===== config.mk =====
export PLATFORM = sky130hd
export DESIGN_NAME = uart_parity_engine
export DESIGN_NICKNAME = d
export VERILOG_FILES = /design/src/rtl/uart_par_pkg.sv /design/src/rtl/uart_parity_reduce.sv /design/src/rtl/uart_parity_engine.sv
export SDC_FILE = /design/constraint.sdc
export NUM_CORES = 1
export LEC_CHECK = 0
export ABC_AREA = 1
export CAP_MARGIN = 20
export CORE_ASPECT_RATIO = 0.9
export CORE_MARGIN = 3
export CORE_UTILIZATION = 44
export CTS_BUF_LIST = sky130_fd_sc_hd__clkbuf_8 sky130_fd_sc_hd__clkbuf_16
export DETAILED_ROUTE_END_ITERATION = 10
export PLACE_DENSITY = 0.9
export REMOVE_ABC_BUFFERS = 1
export SYNTH_ARGS = -nofsm -noshare
export SYNTH_HDL_FRONTEND = slang
export SYNTH_SLANG_ARGS = --single-unit

===== constraint.sdc =====
create_clock -name CLK_PE -period 2.1 [get_ports CLK_PE]
set_clock_uncertainty 0.05 [all_clocks]
set_input_delay 0.21 -clock CLK_PE [delete_from_list [all_inputs] [get_ports CLK_PE]]
set_output_delay 0.21 -clock CLK_PE [all_outputs]
set_load 0.02 [all_outputs]

===== src/rtl/uart_par_pkg.sv =====
// Shared parity mode encodings and TX FSM state type for the UART parity engine.
package uart_par_pkg;

  localparam logic [1:0] PAR_EVEN  = 2'b00;
  localparam logic [1:0] PAR_ODD   = 2'b01;
  localparam logic [1:0] PAR_MARK  = 2'b10;
  localparam logic [1:0] PAR_SPACE = 2'b11;

  typedef enum logic {
    ST_IDLE = 1'b0,
    ST_HOLD = 1'b1
  } tx_state_e;

endpackage


===== src/rtl/uart_parity_reduce.sv =====
// Combinational parity over the low active data bits, followed by the parity-mode select.
module uart_parity_reduce
  import uart_par_pkg::*;
#(
  parameter int DATA_SIZE = 8,
  parameter int DLEN_W    = $clog2(DATA_SIZE) + 1
) (
  input  logic [DATA_SIZE-1:0] data,
  input  logic [DLEN_W-1:0]    dlen,
  input  logic                 par_en,
  input  logic [1:0]           par_typ,
  output logic                 par_bit
);

  logic [DLEN_W-1:0] eff_len;
  logic              xor_acc;

  // Out-of-range lengths fall back to the full word width.
  always_comb begin
    eff_len = dlen;
    if (dlen == '0 || dlen > DLEN_W'(DATA_SIZE)) begin
      eff_len = DLEN_W'(DATA_SIZE);
    end
    xor_acc = 1'b0;
    for (int i = 0; i < DATA_SIZE; i++) begin
      if (DLEN_W'(i) < eff_len) begin
        xor_acc = xor_acc ^ data[i];
      end
    end
  end

  always_comb begin
    par_bit = 1'b0;
    if (par_en) begin
      case (par_typ)
        PAR_EVEN:  par_bit = xor_acc;
        PAR_ODD:   par_bit = ~xor_acc;
        PAR_MARK:  par_bit = 1'b1;
        PAR_SPACE: par_bit = 1'b0;
        default:   par_bit = 1'b0;
      endcase
    end
  end

endmodule


===== src/rtl/uart_parity_engine.sv =====
// UART parity engine: TX parity capture with valid/ack hold, RX parity check with sticky flag
// and saturating error counter.
module uart_parity_engine
  import uart_par_pkg::*;
#(
  parameter int DATA_SIZE = 8,
  parameter int DLEN_W    = $clog2(DATA_SIZE) + 1,
  parameter int CNT_W     = 8
) (
  input  logic                 CLK_PE,
  input  logic                 RST_PE,
  input  logic                 CFG_PAR_EN,
  input  logic [1:0]           CFG_PAR_TYP,
  input  logic [DLEN_W-1:0]    CFG_DLEN,
  input  logic [DATA_SIZE-1:0] TX_DATA,
  input  logic                 TX_VALID,
  output logic                 TX_READY,
  output logic                 TX_PAR_BIT,
  output logic                 TX_PAR_VALID,
  input  logic                 TX_PAR_ACK,
  input  logic [DATA_SIZE-1:0] RX_DATA,
  input  logic                 RX_PAR_IN,
  input  logic                 RX_VALID,
  output logic                 RX_PAR_ERR,
  output logic                 RX_ERR_STICKY,
  output logic [CNT_W-1:0]     RX_ERR_CNT,
  input  logic                 ERR_CLR
);

  tx_state_e        tx_state_q, tx_state_d;
  logic             tx_par_bit_q, tx_par_bit_d;
  logic             rx_err_q, rx_err_d;
  logic             sticky_q, sticky_d;
  logic [CNT_W-1:0] cnt_q, cnt_d;
  logic             tx_par_calc;
  logic             rx_par_calc;

  uart_parity_reduce #(.DATA_SIZE(DATA_SIZE), .DLEN_W(DLEN_W)) u_tx_reduce (
    .data    (TX_DATA),
    .dlen    (CFG_DLEN),
    .par_en  (CFG_PAR_EN),
    .par_typ (CFG_PAR_TYP),
    .par_bit (tx_par_calc)
  );

  uart_parity_reduce #(.DATA_SIZE(DATA_SIZE), .DLEN_W(DLEN_W)) u_rx_reduce (
    .data    (RX_DATA),
    .dlen    (CFG_DLEN),
    .par_en  (CFG_PAR_EN),
    .par_typ (CFG_PAR_TYP),
    .par_bit (rx_par_calc)
  );

  always_comb begin
    tx_state_d   = tx_state_q;
    tx_par_bit_d = tx_par_bit_q;
    case (tx_state_q)
      ST_IDLE: begin
        if (TX_VALID) begin
          tx_par_bit_d = tx_par_calc;
          tx_state_d   = ST_HOLD;
        end
      end
      ST_HOLD: begin
        if (TX_PAR_ACK) begin
          tx_state_d = ST_IDLE;
        end
      end
      default: tx_state_d = ST_IDLE;
    endcase
  end

  // A clear lands before a same-cycle error, so that error still counts as the first.
  always_comb begin
    rx_err_d = RX_VALID && CFG_PAR_EN && (rx_par_calc != RX_PAR_IN);
    sticky_d = ERR_CLR ? 1'b0 : sticky_q;
    cnt_d    = ERR_CLR ? '0 : cnt_q;
    if (rx_err_d) begin
      sticky_d = 1'b1;
      if (cnt_d != '1) begin
        cnt_d = cnt_d + CNT_W'(1);
      end
    end
  end

  always_ff @(posedge CLK_PE) begin
    if (RST_PE) begin
      tx_state_q   <= ST_IDLE;
      tx_par_bit_q <= 1'b0;
      rx_err_q     <= 1'b0;
      sticky_q     <= 1'b0;
      cnt_q        <= '0;
    end else begin
      tx_state_q   <= tx_state_d;
      tx_par_bit_q <= tx_par_bit_d;
      rx_err_q     <= rx_err_d;
      sticky_q     <= sticky_d;
      cnt_q        <= cnt_d;
    end
  end

  assign TX_READY      = (tx_state_q == ST_IDLE);
  assign TX_PAR_VALID  = (tx_state_q == ST_HOLD);
  assign TX_PAR_BIT    = tx_par_bit_q;
  assign RX_PAR_ERR    = rx_err_q;
  assign RX_ERR_STICKY = sticky_q;
  assign RX_ERR_CNT    = cnt_q;

endmodule

==> After elaboration in Yosys (flattened, before gate mapping) <==
Index checks and enable logic that the tools add are counted.
{ "word_totals": {"elab_cells": 73, "register_bits": 12, "output_inout_bits": 13, "input_bits": 30} }
{ "op_classes": {"bitwise_logic": 17, "n_eq_ne": 5, "n_addsub": 1, "n_mux": 29, "order_cmp": 9, "reduce_logical": 7} }
{ "ops": {"columns": ["cell", "count"], "rows": [
  ["$mux 8", 3],
  ["$mux 1", 22],
  ["$lt 3x4->1 const A", 4],
  ["$xor 1x1->1", 14],
  ["$add 8x1->8 const B", 1],
  ["$lt 1x4->1 const A", 2],
  ["$lt 2x4->1 const A", 2],
  ["$ne 8x8->1 const B", 1],
  ["$pmux 1 s4", 2],
  ["$eq 2x2->1 const B", 2],
  ["$gt 4x4->1 const B", 1],
  ["$logic_not 4->1", 1],
  ["$mux 4", 1],
  ["$not 1->1", 3],
  ["$eq 2x1->1 const B", 1],
  ["$logic_and 1x1->1", 2],
  ["$logic_not 2->1", 1],
  ["$pmux 1 s2", 1],
  ["$reduce_and 2->1", 1],
  ["$reduce_bool 2->1", 1],
  ["$logic_or 1x1->1", 1],
  ["$ne 1x1->1", 1]
]} }

==> Depth between registers and ports, before layout <==
Gate-level depths: netlist of the first run.
{ "logic_depth": {"depth_word": 25, "depth_mapped": 19, "depth_no_buf": 19} }

==> Hierarchy <==
From an unflattened synthesis of the first run, not the netlist that was laid out.
{ "hier_totals": {"hier_cells": 224, "area_unflattened_um2": 1278.7} }
{ "by_module_without_submodules": {"columns": ["module", "seq_area_each_um2", "area_per_inst_um2", "cells_per_inst", "instances"], "rows": [
  ["uart_parity_engine", 240.2, 710.7, 108, 1],
  ["uart_parity_reduce", 0.0, 284.0, 58, 2]
]} }

==> Worst setup path after synthesis of the first run <==
Ideal clock, no wire load.
{ "synth_path": {"path_type": "register to register", "start": "reg cnt_q[1], in the netlist RX_ERR_CNT[1]", "end": "reg cnt_q[1], in the netlist RX_ERR_CNT[1]", "t_arrival_ns": 1.773, "period_less_slack_ns": 1.962, "path_buffers": 0, "setup_ns": 0.139, "setup_slack_ns": 0.138, "t_required_ns": 1.911, "stages_incl_launch_ff": 13, "cell_sequence": "dfxtp_1 > inv_1 > nor2_1 > ha_1 > nand2_1 > nor2_1 > nand2_1 > nor3_2 > inv_1 > nand2_1 > nand2_1 > nand3_1 > a21oi_2"} }
{ "synth_via": {"elab_chain_cells": 4, "word_cells_on_any_way": 5, "cone_classes": "add/sub (1); eq/ne (1); mux (3)"} }
{ "synth_rtl": {"columns": ["element", "line_no", "rtl"], "rows": [
  ["start: declaration", "uart_parity_engine.sv:34", "logic [CNT_W-1:0] cnt_q, cnt_d;"],
  ["start signal: assignment", "uart_parity_engine.sv:98", "cnt_q <= cnt_d;"],
  ["$mux 8 *", "uart_parity_engine.sv:77", "cnt_d = ERR_CLR ? '0 : cnt_q;"],
  ["$add 8x1->8 / $ne 8x8->1 (equally long branches)", "uart_parity_engine.sv:81, uart_parity_engine.sv:80", null],
  ["$mux 8", "uart_parity_engine.sv:80", "if (cnt_d != '1) begin"],
  ["$mux 8 *", "uart_parity_engine.sv:78", "if (rx_err_d) begin"]
]} }
Every way passes the cells marked *; elsewhere a longest branch is shown, timed or not.
A chain may end at the register's enable or synchronous reset.

==> Final worst setup path of the first run <==
{ "layout_path": {"start": "in ERR_CLR", "end": "reg cnt_q[0], in the netlist RX_ERR_CNT[0]"} }
{ "layout_via": {"elab_chain_cells": 4, "word_cells_on_any_way": 5, "cone_classes": "add/sub (1); eq/ne (1); mux (3)"} }
{ "layout_rtl": {"columns": ["element", "line_no", "rtl"], "rows": [
  ["start: declaration", "uart_parity_engine.sv:27", "input logic ERR_CLR"],
  ["$mux 8 *", "uart_parity_engine.sv:77", null],
  ["$add 8x1->8 / $ne 8x8->1 (equally long branches)", "uart_parity_engine.sv:81, uart_parity_engine.sv:80", null],
  ["$mux 8", "uart_parity_engine.sv:80", null],
  ["$mux 8 *", "uart_parity_engine.sv:78", null]
]} }
Marks and branches as above.

==> flow_summary.yaml, run 1 <==
grt:
  grt_max_degree: 11
  antenna_found_initial: 0
  grt_pass1_vias: 1260
  grt_overflow_total: 0
  grtUsageTotal_pct: 20.9
  grt_pass1_wl_mm: 5.20
routing:
  drtAntennaViolNets: 0
  drc: 0
  firstDrtPassIters: 4
  wire_per_inst_um: 13.3
  vias_per_cell: 5.12
  wl_mm: 3.74
  drt_iter0_markers: 43
  vias: 1444
power:
  clkPwrFrac_pct: 32.7
  power_w: 0.000781
  net-switching-power_w: 0.000249
  power_frac_seq_pct: 30.5
  ir_drop_mv: 0.464
  p_leak_nw: 0.901
  p_comb_share_pct: 36.8
  swShare_pct: 31.9
  powerDensity_nw_per_um2: 428
  p_int_w: 0.000532
place:
  gp_congestion: 0.868
  placedCellCount: 278
  portBuffers: 42
  dpl.hpwl_mm: 2.59
sta:
  tightest_slew_ps: 425
  fmax_mhz: 530
  finalHoldViolations: 0
  setup-violations-final: 0
  final_max_slew_viol_count: 0
  rsz0062_at_grt: "false"
  finalSetupTns_ps: 0
  max-slew-margin-rel_pct: 71.5
  timing.final.crit_share_pct: 89.9
  final.min_clock_period_ps: 1890
setup_path:
  reg2reg_from: "RX_ERR_CNT[1]"
  critPathLaunchType: "input port"
  rrSetupSlack_ps: 220
  cp_max_fo: 4
  required_ps: 2230
  crit_type: "in -> reg"
  end_kind: "register"
  arrival_ps: 2020
  reg2reg_depth: 11
  r2r-end: "RX_ERR_CNT[0]"
flow_run:
  maxCapViolations: 0
hold_path:
  hold_path.class: "reg -> reg"
  holdCritStartpoint: "TX_PAR_BIT"
  holdPathEnd: "TX_PAR_BIT"
  hold_path_depth: 2
synthesis:
  synth_area_leader_cell: "dfxtp_1"
  netlist_area_um2: 1150
  synth_top_area_share_pct: 20.8
  syn_area_per_cell_um2: 6.01
  yosysUniqueCellTypes: 25
  yosysWarnings: 0
  netlist_instances: 192
  synth-edff-count: 0
  synth_area_leaders: "dfxtp_1, nand2_1, nand3_1"
  async_reset_ff_share_pct: 0
  synth_ff_type: "dfxtp_1"
  yosysSeqAreaShare_pct: 20.8
  ys_ff_latch: 12
floorplanning:
  die_w_um: 60.0
  die_area_um2: 3270
  die_h_um: 54.6
  rows: 16
  ios: 43
  core_area_um2: 2320
  start_util_pct: 49.7
final_layout:
  antennaDiodeCount: 0
  syn_to_final_growth_pct: 58.1
  instances_no_fill: 282
  nets: 287
  drive_gt1_share_pct: 22.4
clocking:
  cts_tree: "done"
  cts_buffers: 3
  clkSinkCount: 12
  cts_max_level: 1
  root_buffer: "clkbuf_8"
  clk_pin_slew_worst_paths_ps: 50
  cts-hold-fix-buffers: 0
  post_cts_buffers: 0
  clock_path_buffers: 2
  clk_latency_ps: 240
status:
  status: "complete, no violations"
-- logic make-up (layout without fill, tap and decap cells) --
| family | after synthesis | after routing | synth area share (%) |
|---|---|---|---|
| simple gates | 121 | 121 | 51.5 |
| compound gates | 14 | 14 | 8.35 |
| flops | 12 | 12 | 20.8 |
| fa+ha+maj | 1 | 1 | 1.08 |
| buf+inv | 35 | 98 | 11.4 |
| xor+xnor | 9 | 9 | 6.83 |
-- worst max-delay path by stage --
| stage | from | endpoint | slack [ps] |
|---|---|---|---|
| after detailed placement | ERR_CLR | RX_ERR_CNT[0] | -250 |
| after global routing | ERR_CLR | RX_ERR_CNT[0] | 4 |
| after global placement | ERR_CLR | RX_ERR_CNT[0] | -220 |
| after floorplan | RX_ERR_CNT[1] | RX_ERR_CNT[1] | 160 |
| after CTS | CFG_DLEN[2] | RX_ERR_CNT[0] | 90 |
| final | ERR_CLR | RX_ERR_CNT[0] | 210 |
-- synth_stat cells, types with 2 or more instances --
library cell  number
nand2_1           55
inv_1             31
nand3_1           26
nand2_2           13
dfxtp_1           12
nor2_1            11
a21oi_2            7
xor2_1             6
nand3_2            3
o21ai_0            3
or2_2              3
xnor2_1            3
a21oi_1            2
clkinv_1           2
nand3b_1           2
nand4_1            2
nor2_2             2
o21ai_1            2
-- layout make-up --
type | count | area (µm²)
multi-input cells | 145 | 803
repair buffers | 60 | 564
fillers | 155 | 498
flip-flops and latches | 12 | 240
inverters | 34 | 128
clock buffers | 4 | 55.1
well taps | 27 | 33.8
-- stage by stage --
stage	util [%]	setup WS (ps)	hold slack, ps	cell area (µm²)
2_1_floorplan	-	161	222	1150
3_3_place_gp	74.9	-224	407	1740
3_5_place_dp	74.9	-254	420	1740
4_1_cts	77.3	86.2	435	1800
5_1_grt	78.6	4.06	445	1820
6_report	78.6	213	435	1820
-- metal layers --
layer / wire [µm] / up-vias / GRT usage [%]
li1: - / 727 / -
met1: 1570 / 657 / 25.3
met2: 1940 / 53 / 38.1
met3: 187 / 7 / 4.48
met4: 44 / 0 / 4.06
met5: 0 / - / 0
-- cell usage in the layout (no fill, tap or decap), drive strengths merged --
cell type	synthesis	layout
inv	32	32
dlygate4sd2	0	1
nand4	2	2
nor2	13	13
nand3	29	29
dfxtp	12	12
ha	1	1
nand3b	2	2
or2	3	3
xnor2	3	3
buf	0	18
dlymetal6s2s	0	4
a21oi	9	9
xor2	6	6
o21ai	5	5
clkdlybuf4s50	0	37
nand2	70	70
clkinv	2	2
clkbuf	1	4
nor3	2	2
-- state kept, by name, summed over array words and instances (netlist names) --
| register | flops |
|---|---|
| RX_ERR_CNT | 8 |
| RX_ERR_STICKY | 1 |
| RX_PAR_ERR | 1 |
| TX_PAR_BIT | 1 |
| TX_PAR_VALID | 1 |
-- power by group through the flow --
| stage | Combinational, W | Clock (W) | Sequential, W |
|---|---|---|---|
| after global routing | 0.000313 | 0.000263 | 0.000239 |
| after floorplan | 0.000141 | 0 | 0.000251 |
| final | 0.000287 | 0.000255 | 0.000239 |
| after CTS | 0.000270 | 0.000258 | 0.000239 |
| after global placement | 0.000262 | 0 | 0.000242 |
| after detailed placement | 0.000269 | 0 | 0.000243 |
-- what timing repair did --
action,CTS,global route
pin swaps,1,2
endpoints found under the setup margin,1,11
resized for setup,2,8
gates cloned,0,0
-- critical path, stage by stage --
cell and delay, ps:
dlygate4sd2_1 300, inv_1 110, nand2_1 70, inv_1 90, ha_1 170, nand2_1 90
nor2_2 140, nand2_1 100, nor3_2 190, buf_4 160, xor2_1 130, nand3_1 100
a21oi_2 160
Power figures use the tool's default switching activity.
==> run 2: changes to the inputs <==
CORE_UTILIZATION = 40   (was 44)
PLACE_DENSITY = 0.86   (was 0.9)
clock period = 1.6 ns   (was 2.1 ns; I/O delays follow)
==> flow_summary.yaml, run 2 (synthesis results as in run 1) <==
final_layout:
  instances_no_fill: 319
  fillCellCount: 124
  drive_gt1_share_pct: 45.9
  antennaDiodeCount: 0
  finalInstanceArea_um2: 2280
  nets: 313
  mostFrequentLayoutCells: "nand2_1, buf_4, clkdlybuf4s50_1"
  seqCellArea_um2: 243
  syn_to_final_growth_pct: 97.3
  multi_input_area_um2: 1060
  largest_register_ffs: 8
grt:
  grt_overflow_total: 0
  grtUsageTotal_pct: 26.8
  antenna_found_initial: 0
  grt_pass1_vias: 1658
  grt_pass1_wl_mm: 7.66
  grt_max_degree: 11
routing:
  wl_mm: 6.41
  drc: 0
  drtAntennaViolNets: 0
  vias_per_cell: 5.82
  vias: 1856
  firstDrtPassIters: 8
  drt_iter0_markers: 191
  wire_per_inst_um: 20.1
floorplanning:
  core_area_um2: 2590
  start_util_pct: 44.5
  ios: 43
  die_w_um: 62.6
  die_h_um: 56.9
  rows: 17
  die_area_um2: 3570
sta:
  finalHoldViolations: 0
  final_max_slew_viol_count: 0
  timing.final.crit_share_pct: 116
  setup_ws_ps: -258
  rsz0062_at_grt: "true"
  max-slew-margin-rel_pct: 69.3
  final.min_clock_period_ps: 1860
  fmax_mhz: 538
  tightest_slew_ps: 458
  finalHoldWorstSlack_ps: 455
  setup-violations-final: 11
setup_path:
  arrival_ps: 1960
  end_kind: "register"
  required_ps: 1700
  cp_max_fo: 5
  crit_type: "in -> reg"
  critPathLaunchType: "input port"
clocking:
  clock_path_buffers: 2
  root_buffer: "clkbuf_8"
  cts-hold-fix-buffers: 0
  clk_latency_ps: 250
  cts_tree: "done"
  cts_buffers: 3
  clk_pin_slew_worst_paths_ps: 60
  clkSinkCount: 12
  cts_max_level: 1
power:
  ir_drop_mv: 0.489
  powerDensity_nw_per_um2: 522
  p_leak_nw: 1.12
hold_path:
  hold_path.class: "in -> reg"
place:
  gp_congestion: 0.938
  placedCellCount: 299
  dpl.hpwl_mm: 2.62
  portBuffers: 42
  dpl_cell_area_um2: 1830
  post-place-ws_ps: -690
status:
  status: "finished, violations left"
  violations: "negative setup slack"
flow_run:
  maxCapViolations: 0
run 2: critical path, cell delays in order:
cell and delay [ps]:
buf_8 110, nor2_4 190, nand2_4 100, nand3b_1 220, nand3_2 170, nand2_2 100
nand2_2 80, nand2_2 80, nand2_2 70, nand2_4 90, nand2_4 50, nand2_4 110
nand2_8 90, nand3_2 100, nand2_1 100, nand2_1 90, inv_1 50
run 2: power breakdown:
| group | total (W) | switching (W) | internal [W] |
|---|---|---|---|
| registers | 0.000313 | 0.00000489 | 0.000308 |
| clock network | 0.000349 | 0.000130 | 0.000218 |
| logic | 0.000527 | 0.000314 | 0.000213 |
| total | 0.00119 | 0.000449 | 0.000740 |
run 2: per-stage QoR:
step | power [W] | util [%] | TNS [ps]
2_1_floorplan | 0.000515 | - | -2440
3_3_place_gp | 0.000665 | 70.4 | -6350
3_5_place_dp | 0.000675 | 70.4 | -7140
4_1_cts | 0.00105 | 78.2 | -889
5_1_grt | 0.00122 | 87.7 | -3060
6_report | 0.00119 | 87.7 | -2150
run 2: worst paths after layout:
path,slack (ps),start,cells past startpoint,to
hold / removal,460,ERR_CLR,4,RX_ERR_CNT[5]
hold reg to reg,460,TX_PAR_BIT,2,TX_PAR_BIT
setup / recovery,-260,CFG_DLEN[2],17,RX_ERR_CNT[7]
setup reg to reg,-250,RX_ERR_CNT[1],13,RX_ERR_CNT[6]
run 2: per-layer routing:
layer / part of all wire (%) / GRT usage, % / vias to the layer above
met5: 0 / 0 / -
met2: 48 / 48.5 / 173
met1: 35 / 29.8 / 851
li1: - / - / 774
met3: 9.9 / 6.50 / 58
met4: 7.6 / 12.6 / 0
run 2: repair_timing:
action | in CTS | in global routing
pin swaps | 17 | 35
setup buffers | 8 | 8
resized for setup | 48 | 58
endpoints found under the setup margin | 11 | 11
gates cloned | 1 | 0
run 2: cell type report:
type	count	share of cell area, %
multi-input cells	146	46.5
repair buffers	85	32.6
flip-flops and latches	12	10.7
inverters	34	5.72
clock buffers	4	2.42
well taps	38	2.09
